[config.mk]
export PLATFORM = sky130hd
export DESIGN_NAME = mirfak_fetch_unit
export DESIGN_NICKNAME = d
export VERILOG_FILES = /design/src/rtl/mirfak_fetch_unit_pkg.sv /design/src/rtl/mirfak_fetch_skid.sv /design/src/rtl/mirfak_fetch_unit.sv
export SDC_FILE = /design/constraint.sdc
export NUM_CORES = 1
export LEC_CHECK = 0
export CAP_MARGIN = 5
export CORE_ASPECT_RATIO = 2
export CORE_MARGIN = 2
export CORE_UTILIZATION = 45
export CTS_CLUSTER_DIAMETER = 80
export DETAILED_ROUTE_END_ITERATION = 16
export HOLD_SLACK_MARGIN = 0.15
export PLACE_DENSITY = 0.7
export SETUP_SLACK_MARGIN = 0.2
export SYNTH_ARGS = -nofsm -noshare
export SYNTH_HDL_FRONTEND = slang
export SYNTH_SLANG_ARGS = --single-unit
[constraint.sdc]
create_clock -name clk_i -period 9.95 [get_ports clk_i]
set_input_delay 2.4875 -clock clk_i [delete_from_list [all_inputs] [get_ports clk_i]]
set_output_delay 2.4875 -clock clk_i [all_outputs]
set_load 0.03 [all_outputs]
[src/rtl/mirfak_fetch_unit_pkg.sv]
// Shared types and constants for the Mirfak instruction fetch stage.
package mirfak_fetch_unit_pkg;

    localparam logic [31:0] NOP_INSTR           = 32'h0000_0013;
    localparam logic [3:0]  XCAUSE_MISALIGNED   = 4'd0;
    localparam logic [3:0]  XCAUSE_ACCESS_FAULT = 4'd1;

    typedef enum logic [1:0] {
        S_IDLE,
        S_BUSY,
        S_DISCARD,
        S_HALT
    } fetch_state_t;

    typedef struct packed {
        logic [31:0] pc;
        logic [31:0] instr;
        logic        exc;
        logic [3:0]  cause;
    } fetch_entry_t;

    function automatic fetch_entry_t make_entry(
        input logic [31:0] pc,
        input logic [31:0] instr,
        input logic        exc,
        input logic [3:0]  cause
    );
        fetch_entry_t e;
        e.pc    = pc;
        e.instr = instr;
        e.exc   = exc;
        e.cause = cause;
        return e;
    endfunction

endpackage

[src/rtl/mirfak_fetch_skid.sv]
// One-entry skid buffer that catches a fetched entry while the IF/ID register is stalled.
module mirfak_fetch_skid
    import mirfak_fetch_unit_pkg::*;
(
    input  logic         clk,
    input  logic         rst,
    input  logic         flush,
    input  logic         push,
    input  logic         pop,
    input  fetch_entry_t incoming,
    output logic         full,
    output fetch_entry_t held
);

    // A push in the same cycle as a pop replaces the departing entry.
    always_ff @(posedge clk or posedge rst) begin
        if (rst) begin
            full <= 1'b0;
            held <= '0;
        end else if (flush) begin
            full <= 1'b0;
        end else if (push) begin
            full <= 1'b1;
            held <= incoming;
        end else if (pop) begin
            full <= 1'b0;
        end
    end

endmodule

[src/rtl/mirfak_fetch_unit.sv]
// Mirfak RV32IM instruction fetch: owns the PC, issues single-outstanding Wishbone reads
// and feeds the IF/ID register, with a one-entry skid absorbing decode stalls.
module mirfak_fetch_unit
    import mirfak_fetch_unit_pkg::*;
#(
    parameter logic [31:0] RESET_ADDR = 32'h8000_0000
) (
    input  logic        clk_i,
    input  logic        rst_i,
    output logic [31:0] iwbm_addr_o,
    output logic        iwbm_cyc_o,
    output logic        iwbm_stb_o,
    input  logic [31:0] iwbm_dat_i,
    input  logic        iwbm_ack_i,
    input  logic        iwbm_err_i,
    input  logic        if_redirect_i,
    input  logic [31:0] if_redirect_pc_i,
    input  logic        id_stall_i,
    output logic [31:0] id_pc_o,
    output logic [31:0] id_instruction_o,
    output logic        id_valid_o,
    output logic        id_exception_o,
    output logic [3:0]  id_xcause_o
);

    fetch_state_t state;
    logic [31:0]  fetch_pc;
    logic [31:0]  bus_addr;
    logic         bus_cyc;
    logic         bus_done;
    logic         misaligned_start;
    logic         id_ready;
    logic         new_valid;
    fetch_entry_t new_entry;
    logic         skid_full;
    logic         skid_push;
    logic         skid_pop;
    fetch_entry_t skid_entry;
    fetch_entry_t id_next;

    assign iwbm_addr_o = bus_addr;
    assign iwbm_cyc_o  = bus_cyc;
    assign iwbm_stb_o  = bus_cyc;

    assign bus_done         = iwbm_ack_i | iwbm_err_i;
    assign id_ready         = !id_valid_o || !id_stall_i;
    assign misaligned_start = (state == S_IDLE) && !skid_full && (fetch_pc[1:0] != 2'b00);

    // The entry produced this cycle: a bus response, a bus fault, or a misaligned-PC fault.
    always_comb begin
        new_valid = 1'b0;
        new_entry = make_entry(fetch_pc, NOP_INSTR, 1'b1, XCAUSE_MISALIGNED);
        if (!if_redirect_i) begin
            if ((state == S_BUSY) && iwbm_err_i) begin
                new_valid = 1'b1;
                new_entry = make_entry(bus_addr, NOP_INSTR, 1'b1, XCAUSE_ACCESS_FAULT);
            end else if ((state == S_BUSY) && iwbm_ack_i) begin
                new_valid = 1'b1;
                new_entry = make_entry(bus_addr, iwbm_dat_i, 1'b0, 4'd0);
            end else if (misaligned_start) begin
                new_valid = 1'b1;
            end
        end
    end

    // The skid keeps program order: when it is full, IF/ID takes the skid and the new entry queues behind.
    assign skid_push = new_valid && (skid_full ? id_ready : !id_ready);
    assign skid_pop  = !if_redirect_i && id_ready && skid_full;
    assign id_next   = skid_full ? skid_entry : new_entry;

    mirfak_fetch_skid u_skid (
        .clk      (clk_i),
        .rst      (rst_i),
        .flush    (if_redirect_i),
        .push     (skid_push),
        .pop      (skid_pop),
        .incoming (new_entry),
        .full     (skid_full),
        .held     (skid_entry)
    );

    always_ff @(posedge clk_i or posedge rst_i) begin
        if (rst_i) begin
            state    <= S_IDLE;
            fetch_pc <= RESET_ADDR;
            bus_addr <= 32'h0;
            bus_cyc  <= 1'b0;
        end else if (if_redirect_i) begin
            fetch_pc <= if_redirect_pc_i;
            // A request still in flight must be allowed to complete before the bus is released.
            if (((state == S_BUSY) || (state == S_DISCARD)) && !bus_done) begin
                state <= S_DISCARD;
            end else begin
                state   <= S_IDLE;
                bus_cyc <= 1'b0;
            end
        end else begin
            case (state)
                S_IDLE: begin
                    if (!skid_full) begin
                        if (fetch_pc[1:0] != 2'b00) begin
                            state <= S_HALT;
                        end else begin
                            state    <= S_BUSY;
                            bus_cyc  <= 1'b1;
                            bus_addr <= fetch_pc;
                        end
                    end
                end
                S_BUSY: begin
                    if (iwbm_err_i) begin
                        state   <= S_HALT;
                        bus_cyc <= 1'b0;
                    end else if (iwbm_ack_i) begin
                        state    <= S_IDLE;
                        bus_cyc  <= 1'b0;
                        fetch_pc <= fetch_pc + 32'd4;
                    end
                end
                S_DISCARD: begin
                    if (bus_done) begin
                        state   <= S_IDLE;
                        bus_cyc <= 1'b0;
                    end
                end
                S_HALT: begin
                    state <= S_HALT;
                end
                default: begin
                    state   <= S_IDLE;
                    bus_cyc <= 1'b0;
                end
            endcase
        end
    end

    always_ff @(posedge clk_i or posedge rst_i) begin
        if (rst_i) begin
            id_valid_o       <= 1'b0;
            id_pc_o          <= 32'h0;
            id_instruction_o <= NOP_INSTR;
            id_exception_o   <= 1'b0;
            id_xcause_o      <= 4'd0;
        end else if (if_redirect_i) begin
            id_valid_o <= 1'b0;
        end else if (id_ready) begin
            if (skid_full || new_valid) begin
                id_valid_o       <= 1'b1;
                id_pc_o          <= id_next.pc;
                id_instruction_o <= id_next.instr;
                id_exception_o   <= id_next.exc;
                id_xcause_o      <= id_next.cause;
            end else begin
                id_valid_o <= 1'b0;
            end
        end
    end

    // An entry may only enter an occupied skid when the occupant moves to IF/ID that same edge.
    assert property (@(posedge clk_i) disable iff (rst_i) (skid_push && skid_full) |-> skid_pop);
    assert property (@(posedge clk_i) disable iff (rst_i) iwbm_cyc_o |-> (iwbm_addr_o[1:0] == 2'b00));

endmodule

==> impl_metrics.py <==
metrics = {
    "logic_synthesis": {
        "ys_ff_latch": 201,
        "async_flop_share_pct": 100,
        "ys_types": 56,
        "synthTopCellsByArea": "dfrtp_1 52%, mux2_2 15%, mux2i_1 7.1%",
        "synth_area_per_cell_um2": 11.5,
        "synth_top_area_share_pct": 51.7,
        "syn_area_um2": 9530,
        "synth_edf_count": 0,
        "synth-main-ff-cell": "dfrtp_1",
        "yosysWarnings": 0,
        "synth_top_area_cell": "dfrtp_1",
        "yosysSeqAreaShare_pct": 52.9,
        "netlist_instances": 829,
    },
    "setup_path": {
        "rr_startpoint": "state[1]$_DFFE_PP0P_",
        "worst_ep_arrival_time_ps": 5730,
        "cpMostUsedCell": "buf_4",
        "cp-end-kind": "flip-flop",
        "cp_slowest_cell": "a21oi_4",
        "path_class": "in2reg",
        "cp_cell_sequence": "clkdlybuf4s50_1 -> o21a_1 -> buf_4 -> nand3_1 -> a21oi_4 -> buf_4 -> mux2_2",
        "crit_fanout": 41,
        "reg2reg_depth": 8,
        "required_ps": 10310,
        "cp-start-kind": "input port",
        "rr_endpoint": "u_skid.held[60]$_DFFE_PP0P_",
        "r2r_slack_ps": 6390,
        "max_stage_delay_ps": 730,
        "startpoint": "iwbm_ack_i",
    },
    "sta": {
        "worst_pin_slew_ps": 1230,
        "setup_violations": 0,
        "relSlewSlack_pct": 17.9,
        "fmax_mhz": 186,
        "finalClockSkew_ps": 12.4,
        "final_max_slew_viol_count": 0,
        "timing.hold.ws_ps": 477,
        "finalHoldViolations": 0,
        "finalCritPeriodShare_pct": 54.0,
        "rsz0062_at_grt": "false",
        "fin_crit_ps": 5370,
        "final.setup.tns_ps": 0,
    },
    "min_path": {
        "hold_class": "reg2reg",
        "hold_end": "id_instruction_o[29]$_DFFE_PP0P_",
        "worstHoldStart": "id_instruction_o[29]$_DFFE_PP0P_",
        "hold_depth": 2,
    },
    "layout": {
        "areaGrowthSynthToFinish_pct": 26.4,
        "fin_nets": 1045,
        "layout-drive-gt1-share_pct": 18.6,
        "n_antenna_cell": 0,
    },
    "pwr": {
        "leakage_nw": 4.89,
        "vdd.ir_drop.worst_uv": 170,
        "powerDensity_nw_per_um2": 252,
    },
    "route": {
        "wl_mm": 22.6,
        "wl_per_cell_um": 18.1,
        "drt_pass1_iterations": 4,
        "viasPerCell": 5.32,
        "num_vias": 6661,
        "remaining_drc_errors": 0,
        "drt_iter0_drc": 218,
        "ant_nets": 0,
    },
    "clock_network": {
        "cts.repair.resized": 0,
        "clock_sinks": 201,
        "cts_tree": "built",
        "htreeDepth": 1,
        "cts.clk_slew.worst_paths_ps": 70,
        "worstSkewPairLatency_ps": 490,
        "cts_hold_buf": 0,
        "clk_path_buf_depth": 3,
        "postCtsSetupRepairBufs": 0,
        "clock-root-buffer": "clkbuf_16",
        "cts_buffers": 19,
    },
    "floorplanning": {
        "initial_utilization_pct": 45.5,
        "ioPinCount": 174,
        "dieArea_um2": 22400,
        "die_h_um": 210,
        "core_um2": 20900,
        "rows": 75,
        "die_x_um": 107,
    },
    "global_route": {
        "grt-ovfl-total": 0,
        "track_usage_pct": 20.4,
        "grt_pass1_wl_mm": 36.1,
        "grt_max_degree": 117,
        "antenna_found_initial": 0,
        "grt_pass1_vias": 6903,
    },
    "status": {
        "run_status": "finished clean",
    },
    "flow_run": {
        "cap_violations": 0,
    },
    "place": {
        "place_hpwl_mm": 15.3,
        "gp_congestion": 0.779,
        "io_buffers": 170,
    },
}
## layer usage
metal / routed length [µm] / global-route usage, % / vias to the layer above
met5: 0 / 0 / -
met4: 788 / 8.24 / 0
met3: 674 / 2.17 / 39
met2: 12500 / 38.6 / 147
met1: 8660 / 22.9 / 3257
li1: - / - / 3218
## how the worst max path moves through the flow
stage                                  endpoint  slack [ps]  cells after the start
finish              u_skid.held[60]$_DFFE_PP0P_        4580                      7
global route        u_skid.held[65]$_DFFE_PP0P_        4410                      7
CTS                 u_skid.held[60]$_DFFE_PP0P_        4550                      7
detailed placement   u_skid.held[6]$_DFFE_PP0P_        4070                      7
global placement    u_skid.held[59]$_DFFE_PP0P_        4100                      7
floorplan               fetch_pc[0]$_DFFE_PP0P_        1990                      1
## power breakdown
group | switching, mW | internal (mW) | total (mW)
clock | 0.303 | 0.461 | 0.764
combinational | 0.574 | 0.477 | 1.05
sequential | 0.164 | 1.06 | 1.22
total | 1.04 | 1.99 | 3.03
## worst max-delay path: cells and delay by family
| kind | cells | cell delay, ps |
|---|---|---|
| simple gates | 1 | 210 |
| compound gates | 2 | 900 |
| mux | 1 | 400 |
| buf+inv | 3 | 1690 |
## metrics by stage
step	instances	setup slack [ps]	area [µm²]	total power, mW	util (%)
finish	1251	4580	12000	3.03	57.5
global route	1251	4410	12000	3.20	57.5
CTS	1251	4550	12000	3.07	57.5
detailed placement	1218	4070	11400	2.30	54.4
global placement	1218	4100	11400	2.27	54.4
floorplan	831	1990	9530	1.84	-
## cell usage in the layout (no fill, tap or decap), drive strengths merged, types with 7 or more instances in the layout
cell type / count
clkbuf: 29
mux2i: 68
xnor2: 7
buf: 8
nor2: 23
nand4: 12
or4: 14
dfrtp: 197
o21ai: 80
and2: 31
clkdlybuf4s50: 170
nand2: 95
nand3: 14
a31oi: 13
inv: 7
mux2: 130
o31ai: 11
## registers in the layout (all words and copies together) (netlist names)
| name | flops |
|---|---|
| fetch_pc | 32 |
| id_exception_o | 1 |
| id_instruction_o | 32 |
| id_pc_o | 32 |
| id_valid_o | 1 |
| id_xcause_o | 1 |
| iwbm_addr_o | 32 |
| iwbm_cyc_o | 1 |
| state | 2 |
| u_skid.full | 1 |
| u_skid.held | 66 |
## cells by family (layout without fill, tap and decap cells)
kind of cell | after synthesis | after routing | synth area share [%]
AOI/OAI and AO/OA | 128 | 128 | 8.00
xor gates and xnor gates | 10 | 10 | 0.919
adders and majority gates | 5 | 5 | 0.657
buffers and inverters | 68 | 219 | 3.28
DFF | 201 | 201 | 52.9
muxes | 198 | 198 | 22.5
other | 1 | 3 | 0.0394
and+or+nand+nor | 218 | 218 | 11.7
## layout make-up
type                            instances  area, µm²
Clock buffer                           29        553
Tap cell                              269        337
Multi-Input combinational cell        562       4220
Inverter                                8       37.5
Sequential cell                       201       5040
Clock inverter                          4       97.6
Timing Repair Buffer                  178       1760
Fill cell                            1830       8890
## synth_stat cells, types with 4 or more instances
master,n
nand4_1,12
buf_4,8
nand2b_1,4
ha_1,5
o21ai_0,79
dfrtp_1,197
buf_2,14
or4_1,13
nand3_1,12
dfstp_2,4
inv_1,7
nand2_1,95
nor2_1,23
o31ai_1,11
and2_1,31
and3_1,4
a31oi_1,13
mux2_2,130
mux2i_1,68
xnor2_1,7
clkbuf_1,33
No activity file was read; power rests on OpenSTA's default activity.
